===== src/rtl/adc_pkg.sv =====
// Shared definitions for the AD7606 scan scheduler: state encoding,
// default timing constants and the ADC sample width.
package adc_pkg;

  localparam int DEF_CLK_DIV      = 5000;
  localparam int DEF_NUM_CH       = 8;
  localparam int DEF_CONV_PULSE   = 2;
  localparam int DEF_BUSY_TIMEOUT = 1000;
  localparam int ADC_DW           = 16;
  localparam int CH_IDX_W         = 3;

  typedef enum logic [2:0] {
    IDLE,
    CONV,
    WAIT_BH,
    WAIT_BL,
    ISSUE,
    WAIT_RD,
    NEXT
  } scan_state_t;

endpackage


===== src/rtl/adc_rate_timer.sv =====
// Sample-period timer: counts 0..CLK_DIV-1 while enabled and emits a
// one-cycle tick on the last count. Held at zero while disabled so the
// first tick lands a full period after enable rises.
module adc_rate_timer
  import adc_pkg::*;
#(
  parameter int CLK_DIV = DEF_CLK_DIV
) (
  input  logic clk,
  input  logic rst_n,
  input  logic enable,
  output logic tick
);

  localparam int CW = $clog2(CLK_DIV);

  logic [CW-1:0] cnt;

  // Period counter, wraps at CLK_DIV-1 and parks at zero when disabled
  always_ff @(posedge clk or negedge rst_n) begin
    if (!rst_n) begin
      cnt <= '0;
    end else if (!enable) begin
      cnt <= '0;
    end else if (cnt == CW'(CLK_DIV - 1)) begin
      cnt <= '0;
    end else begin
      cnt <= cnt + CW'(1);
    end
  end

  assign tick = enable && (cnt == CW'(CLK_DIV - 1));

endmodule


===== src/rtl/adc_scan_scheduler.sv =====
// Periodic multi-channel scan sequencer for the AD7606: pulses CONVST,
// waits out the chip's BUSY, then issues one read-controller start per
// channel and presents each result with its channel index.
// Optional build macro ADC_SCAN_CH_MASK_EN adds a per-channel mask input
// that suppresses ch_valid for masked channels (all channels still read).
module adc_scan_scheduler
  import adc_pkg::*;
#(
  parameter int CLK_DIV      = DEF_CLK_DIV,
  parameter int NUM_CH       = DEF_NUM_CH,
  parameter int CONV_PULSE   = DEF_CONV_PULSE,
  parameter int BUSY_TIMEOUT = DEF_BUSY_TIMEOUT
) (
  input  logic                clk,
  input  logic                rst_n,
  input  logic                enable,
  input  logic                single_shot,
  input  logic                err_clr,
`ifdef ADC_SCAN_CH_MASK_EN
  input  logic [NUM_CH-1:0]   ch_mask,
`endif
  output logic                convst_n,
  input  logic                adc_busy,
  output logic                rd_start,
  input  logic                rd_busy,
  input  logic [ADC_DW-1:0]   rd_data,
  output logic [ADC_DW-1:0]   ch_data,
  output logic [CH_IDX_W-1:0] ch_idx,
  output logic                ch_valid,
  output logic                frame_done,
  output logic                scan_busy,
  output logic                overrun,
  output logic                timeout_err
);

  localparam int TW = $clog2(BUSY_TIMEOUT + CONV_PULSE + 1);

  scan_state_t         state, next_state;
  logic [TW-1:0]       tmr;
  logic [CH_IDX_W-1:0] ch_cnt;
  logic                busy_s1, busy_s2;
  logic                rd_seen;
  logic                tick;
  logic                tmo;
  logic                last_ch;
  logic                rd_done;
  logic                ch_en;

  adc_rate_timer #(.CLK_DIV(CLK_DIV)) u_rate_timer (
    .clk    (clk),
    .rst_n  (rst_n),
    .enable (enable),
    .tick   (tick)
  );

  assign last_ch = (ch_cnt == CH_IDX_W'(NUM_CH - 1));
  assign rd_done = (state == WAIT_RD) && rd_seen && !rd_busy;

`ifdef ADC_SCAN_CH_MASK_EN
  logic [7:0] mask_ext;
  assign mask_ext = 8'(ch_mask);
  assign ch_en    = mask_ext[ch_cnt];
`else
  assign ch_en = 1'b1;
`endif

  // Two-flop synchroniser for the asynchronous chip BUSY line
  always_ff @(posedge clk or negedge rst_n) begin
    if (!rst_n) begin
      busy_s1 <= 1'b0;
      busy_s2 <= 1'b0;
    end else begin
      busy_s1 <= adc_busy;
      busy_s2 <= busy_s1;
    end
  end

  // Next-state decode; tmo flags a BUSY wait that ran out
  always_comb begin
    next_state = state;
    tmo        = 1'b0;
    case (state)
      IDLE:    if (tick || single_shot) next_state = CONV;
      CONV:    if (tmr == TW'(CONV_PULSE - 1)) next_state = WAIT_BH;
      WAIT_BH: begin
        if (busy_s2) begin
          next_state = WAIT_BL;
        end else if (tmr == TW'(BUSY_TIMEOUT - 1)) begin
          tmo        = 1'b1;
          next_state = IDLE;
        end
      end
      WAIT_BL: begin
        if (!busy_s2) begin
          next_state = ISSUE;
        end else if (tmr == TW'(BUSY_TIMEOUT - 1)) begin
          tmo        = 1'b1;
          next_state = IDLE;
        end
      end
      ISSUE:   next_state = WAIT_RD;
      WAIT_RD: if (rd_seen && !rd_busy) next_state = NEXT;
      NEXT:    next_state = last_ch ? IDLE : ISSUE;
      default: next_state = IDLE;
    endcase
  end

  // State register plus phase timer, read handshake tracker and channel counter
  always_ff @(posedge clk or negedge rst_n) begin
    if (!rst_n) begin
      state   <= IDLE;
      tmr     <= '0;
      rd_seen <= 1'b0;
      ch_cnt  <= '0;
    end else begin
      state <= next_state;
      if (state != next_state) begin
        tmr <= '0;
      end else if (state == CONV || state == WAIT_BH || state == WAIT_BL) begin
        tmr <= tmr + TW'(1);
      end
      if (state == ISSUE) begin
        rd_seen <= 1'b0;
      end else if (state == WAIT_RD && rd_busy) begin
        rd_seen <= 1'b1;
      end
      if (tmo) begin
        ch_cnt <= '0;
      end else if (state == NEXT) begin
        ch_cnt <= last_ch ? '0 : ch_cnt + CH_IDX_W'(1);
      end
    end
  end

  // Registered outputs, sticky error flags (a set event beats err_clr)
  always_ff @(posedge clk or negedge rst_n) begin
    if (!rst_n) begin
      convst_n    <= 1'b1;
      rd_start    <= 1'b0;
      scan_busy   <= 1'b0;
      ch_data     <= '0;
      ch_idx      <= '0;
      ch_valid    <= 1'b0;
      frame_done  <= 1'b0;
      overrun     <= 1'b0;
      timeout_err <= 1'b0;
    end else begin
      convst_n   <= (next_state != CONV);
      rd_start   <= (next_state == ISSUE);
      scan_busy  <= (next_state != IDLE);
      frame_done <= (state == NEXT) && last_ch;
      ch_valid   <= 1'b0;
      if (rd_done && ch_en) begin
        ch_data  <= rd_data;
        ch_idx   <= ch_cnt;
        ch_valid <= 1'b1;
      end
      if (tick && state != IDLE) begin
        overrun <= 1'b1;
      end else if (err_clr) begin
        overrun <= 1'b0;
      end
      if (tmo) begin
        timeout_err <= 1'b1;
      end else if (err_clr) begin
        timeout_err <= 1'b0;
      end
    end
  end

endmodule


===== config.mk =====
export PLATFORM = sky130hd
export DESIGN_NAME = adc_scan_scheduler
export DESIGN_NICKNAME = d
export VERILOG_FILES = /design/src/rtl/adc_pkg.sv /design/src/rtl/adc_rate_timer.sv /design/src/rtl/adc_scan_scheduler.sv
export SDC_FILE = /design/constraint.sdc
export NUM_CORES = 1
export LEC_CHECK = 0
export ABC_CLOCK_PERIOD_IN_PS = 4900
export CAP_MARGIN = 30
export CORE_ASPECT_RATIO = 2
export CORE_MARGIN = 3
export CORE_UTILIZATION = 25
export DETAILED_ROUTE_END_ITERATION = 10
export GPL_ROUTABILITY_DRIVEN = 0
export HOLD_SLACK_MARGIN = 0.02
export PLACE_DENSITY = 0.51
export SLEW_MARGIN = 20
export SYNTH_ARGS = -nofsm -noshare
export SYNTH_HDL_FRONTEND = slang
export SYNTH_HIERARCHICAL = 1
export SYNTH_SLANG_ARGS = --single-unit

===== constraint.sdc =====
create_clock -name clk -period 4.9 [get_ports clk]
set_clock_uncertainty 0.15 [all_clocks]
set_input_delay 0.49 -clock clk [delete_from_list [all_inputs] [get_ports clk]]
set_output_delay 0.49 -clock clk [all_outputs]
set_load 0.01 [all_outputs]

# Word level (Yosys, flattened, before mapping)
# Index checks and enable logic that the tools add are counted.
# Widths: inputs -> output; s select.
[op_classes]
n_addsub = 3
n_reduce_logical = 19
muxes = 25
eq_ne = 13
[op_table]
columns = ["cell", "n"]
rows = [
  ["$mux 3", 10],
  ["$mux 13", 2],
  ["$pmux 3 s7", 1],
  ["$mux 10", 2],
  ["$eq 3x3->1 const B", 5],
  ["$add 13x1->13 const B", 1],
  ["$eq 13x13->1 const B", 1],
  ["$add 10x1->10 const B", 1],
  ["$eq 10x1->1 const B", 1],
  ["$eq 10x10->1 const B", 1],
  ["$reduce_bool 2->1", 5],
  ["$mux 1", 9],
  ["$logic_and 1x1->1", 7],
  ["$eq 3x2->1 const B", 2],
  ["$reduce_bool 3->1", 2],
  ["$add 3x1->3 const B", 1],
  ["$eq 3x1->1 const B", 1],
  ["$logic_not 3->1", 1],
  ["$logic_or 1x1->1", 3],
  ["$ne 3x1->1 const B", 1],
  ["$ne 3x3->1", 1],
  ["$pmux 1 s2", 1],
  ["$logic_not 1->1", 1],
]
[word_totals]
ff_bits = 58
inputBits = 23
out_inout_bits = 26

# Logic depth before layout (Yosys ltp)
[depth]
word_depth = 7
mapped_depth = 8
mapped_depth_nobuf = 8

# Modules after synthesis
# Netlist, hierarchy kept.
[modules_own_cells]
columns = ["mod", "cells_per_inst", "area_per_inst_um2", "instances", "seq_area_each_um2"]
rows = [
  ["adc_scan_scheduler", 171, 2011.9, 1, 1127.3],
  ["adc_rate_timer", 63, 623.1, 1, 325.3],
]

# Worst setup path after synthesis
# Ideal clock, no wire load.
[synth_path]
kind = "register -> register"
from = "register u_rate_timer.cnt[5]"
to = "register tmr[0]"
path_buffers = 0
setup_time_ns = 0.148
required_time_ns = 4.602
synth_period_minus_slack_ns = 2.484
stages_incl_launch_ff = 8
arrival_time_ns = 2.186
path_slack_ns = 2.416
path_cell_list = "dfrtp_1 -> or4b_1 -> or4_4 -> nor2_1 -> nor3_1 -> or3_1 -> o211ai_4 -> nor3_1"
[synth_between]
elab_chain_len = 7
[synth_rtl]
columns = ["item", "line_no", "source"]
rows = [
  ["start, declared", "adc_rate_timer.sv:17", "logic [CW-1:0] cnt;"],
  ["start signal, assigned", "adc_rate_timer.sv:28", "cnt <= cnt + CW'(1);"],
  ["$eq 13x13->1 *", "adc_rate_timer.sv:32", "assign tick = enable && (cnt == CW'(CLK_DIV - 1));"],
  ["$logic_and 1x1->1 *", "adc_rate_timer.sv:32", ""],
  ["named net tick", "adc_scan_scheduler.sv:43", "logic tick;"],
  ["$logic_or 1x1->1 *", "adc_scan_scheduler.sv:83", "IDLE: if (tick || single_shot) next_state = CONV;"],
  ["$mux 3 *", "adc_scan_scheduler.sv:83", ""],
  ["$pmux 3 s7 *", "adc_scan_scheduler.sv:82", "case (state)"],
  ["$ne 3x3->1 *", "adc_scan_scheduler.sv:117", "if (state != next_state) begin"],
  ["$mux 10 / $reduce_bool 2->1 (equally long branches)", "n/a", ""],
  ["end signal, assigned", "adc_scan_scheduler.sv:120", "tmr <= tmr + TW'(1);"],
  ["end, declared", "adc_scan_scheduler.sv:39", "logic [TW-1:0] tmr;"],
]
# Mark *: on every way through the listed nets, which the timed path passes. The rest lies on a longest branch.
# A chain may end at the register's enable or synchronous reset.

# Worst setup path in the final report
[layout_path]
from = "register u_rate_timer.cnt[5]"
to = "register tmr[7]"
# The elaborated chain is that of the path after synthesis.

==> impl_metrics.py <==
metrics = {
    "sta": {
        "tightestPinTransition_ps": 834.4,
        "finalSetupViolations": 0,
        "maxSlewHeadroom_pct": 44.26,
        "finalMaxSlewViolations": 0,
        "fin_crit_ps": 2691,
        "rsz0062_at_grt": "no",
        "period_share_pct": 54.91,
        "max_clock_freq_ghz": 0.3717,
        "fin_setup_tns_ps": 0,
        "hold_viol_final": 0,
        "worst_slack_ps": 2209,
    },
    "grt": {
        "grt_pass1_vias": 2109,
        "grtUsageTotal_pct": 11.19,
        "grt_max_degree": 59,
        "grt_overflow": 0,
        "grt_antenna_before_repair": 0,
        "grt_pass1_wl_mm": 10.23,
    },
    "worst_setup_path": {
        "r2r-start": "u_rate_timer/cnt[5]",
        "critPathLaunchType": "flop",
        "worst-setup-path-type": "reg2reg",
        "cp-startpoint": "u_rate_timer/cnt[5]",
        "end_kind": "flop",
        "cp.arrival_ps": 2710,
        "cp_max_fo": 10,
        "required_ps": 4920,
    },
    "power_and_ir_drop": {
        "ir_drop_uv": 180.3,
        "cellPowerDensity_nw_per_um2": 524.7,
        "leakage_nw": 1.494,
    },
    "route": {
        "num_vias": 1927,
        "drtAntennaViolNets": 0,
        "drt_iter0_markers": 71,
        "drt_wl_total_mm": 6.016,
        "wl_per_cell_um": 14.02,
        "vias_per_cell": 4.492,
        "drt-pass1-iter-count": 3,
        "drcViolationCount": 0,
    },
    "synth": {
        "synth_flop_cell": "dfrtp_1",
        "synthTopCellsByCount": "dfrtp_1 (57), nor2_1 (21), nor3_1 (17)",
        "yosys-top-cells-area": "dfrtp_1 (54%), mux2_2 (6.8%), xnor2_1 (5.3%), nor3_1 (3.2%), nor2_1 (3.0%)",
        "synth_fp_nets": 262,
        "yosysMostFrequentCell": "dfrtp_1",
        "synth_area_leader_cell": "dfrtp_1",
        "synthesis.area_um2": 2635,
        "synth.avg_cell_area_um2": 11.26,
        "synth_top_area_share_pct": 54.13,
        "synth_edf_count": 0,
        "synth_seq_cells": 58,
        "ys_seq_area_share_pct": 55.13,
        "yosys_warnings": 6,
        "netlist_instances": 234,
        "synth-async-reset-ratio_pct": 100.0,
        "ys_types": 41,
    },
    "clock_network": {
        "cts_root_buf": "clkbuf_16",
        "cts_buffer_depth": 2,
        "clock-sinks": 58,
        "clk_pin_slew_worst_paths_ps": 50,
        "post_cts_buffers": 0,
        "cts_resized": 0,
        "cts-buffers-inserted": 9,
        "htree_num_levels": 3,
        "clk_latency_ps": 320,
        "cts_tree": "built",
        "hold_buffers": 0,
    },
    "placement": {
        "place_area_um2": 3268,
        "io_buffer_count": 48,
        "dp_hpwl_mm": 4.333,
        "place_ws_ps": 2211,
    },
    "floorplan": {
        "initial_core_util_pct": 25.80,
        "die_h_um": 151.2,
        "die_w_um": 78.60,
        "ios": 49,
        "die_area_um2": 11880,
        "coreArea_um2": 10210,
        "num_rows": 52,
    },
    "run_status": {
        "outcome": "complete, no violations",
    },
    "final_layout": {
        "nFillCells": 1057,
        "fin_area_um2": 3573,
        "antenna_cells": 0,
        "area_delta_synth_final_pct": 35.61,
        "drive_gt1_share_pct": 14.97,
        "final_nets": 317,
        "fin_util_pct": 34.98,
    },
    "run": {
        "maxCapViolCount": 0,
    },
    "hold_path": {
        "min_path_type": "in2async",
    },
}
==> stage by stage <==
stage	cells	power, mW	hold WS, ps
final	429	1.875	169.8
after global routing	429	2.000	204.5
after CTS	429	1.909	197.1
after detailed placement	413	1.261	185.8
after global placement	413	1.253	181.6
after floorplan	234	0.9957	44.41
==> worst max-delay path: stages, from the launching register on <==
cell      delay (ps)
dfrtp_1          410
or4b_1           530
or4_4            560
nor2_1           170
nor3_1            80
or3_1            370
o211ai_4         180
nor3_1           100
==> worst paths after layout <==
kind	endpoint	slack [ps]	depth (start not counted)
setup / recovery	tmr[7]	2210	7
min in group clk	busy_s2	200	0
max in group asynchronous	u_rate_timer/cnt[9]	3910	2
hold / removal	tmr[0]	170	2
setup reg to reg	tmr[7]	2210	7
hold reg to reg	busy_s2	200	0
==> kinds of logic (layout without fill, tap and decap cells) <==
family / Yosys count / after routing / share of synthesized area, %
AO/OA/AOI/OAI: 19 / 19 / 5.271
XOR/XNOR: 21 / 21 / 6.980
multiplexers: 19 / 19 / 8.119
adder cells (fa/ha/maj): 5 / 5 / 2.374
buffers and inverters: 17 / 77 / 2.659
AND/OR/NAND/NOR: 95 / 95 / 19.47
flip-flops: 58 / 58 / 55.13
==> sequential cells by signal (all words and copies together), names as in the netlist, 3 cells and up <==
signal	cells
tmr	10
state	3
ch_idx	3
ch_cnt	3
ch_data	16
u_rate_timer/cnt	13
==> routing by layer <==
metal	GRT usage (%)	wire length, um
met5	0	0
met3	2.560	177
met4	5.517	133
met1	11.83	2278
met2	20.44	3426
==> cell usage in the layout (no fill, tap or decap), types with 3 or more instances in the layout <==
cell type | netlist | layout
ha_1 | 5 | 5
or3_1 | 4 | 4
nor2b_1 | 4 | 3
dfrtp_1 | 57 | 57
xnor2_1 | 16 | 16
nor4_1 | 6 | 6
nor3_1 | 17 | 17
a21oi_1 | 7 | 7
nand3_1 | 6 | 6
xor2_1 | 5 | 5
clkdlybuf4s50_1 | 0 | 47
clkbuf_16 | 0 | 9
nand4_1 | 5 | 5
nand2_1 | 16 | 16
nor2_1 | 21 | 21
mux2_2 | 16 | 16
clkinv_2 | 0 | 3
inv_1 | 11 | 11
mux2_1 | 3 | 3
==> where the power goes <==
group | switching [mW] | internal, mW | leakage, nW
Combinational | 0.260 | 0.295 | 0.584
Clock | 0.217 | 0.418 | 0.151
Sequential | 0.0883 | 0.597 | 0.758
==> area by class of cell <==
type	instances	area, um2	area share [%]
Sequential cell	58	1453	40.65
Multi-Input combinational cell	159	1115	31.20
Tap cell	135	168.9	4.727
Timing Repair Buffer	50	490.5	13.73
Clock buffer	11	252.7	7.073
Clock inverter	5	52.55	1.471
Inverter	11	41.29	1.155
Note: power is estimated with default switching activity, not from simulation.
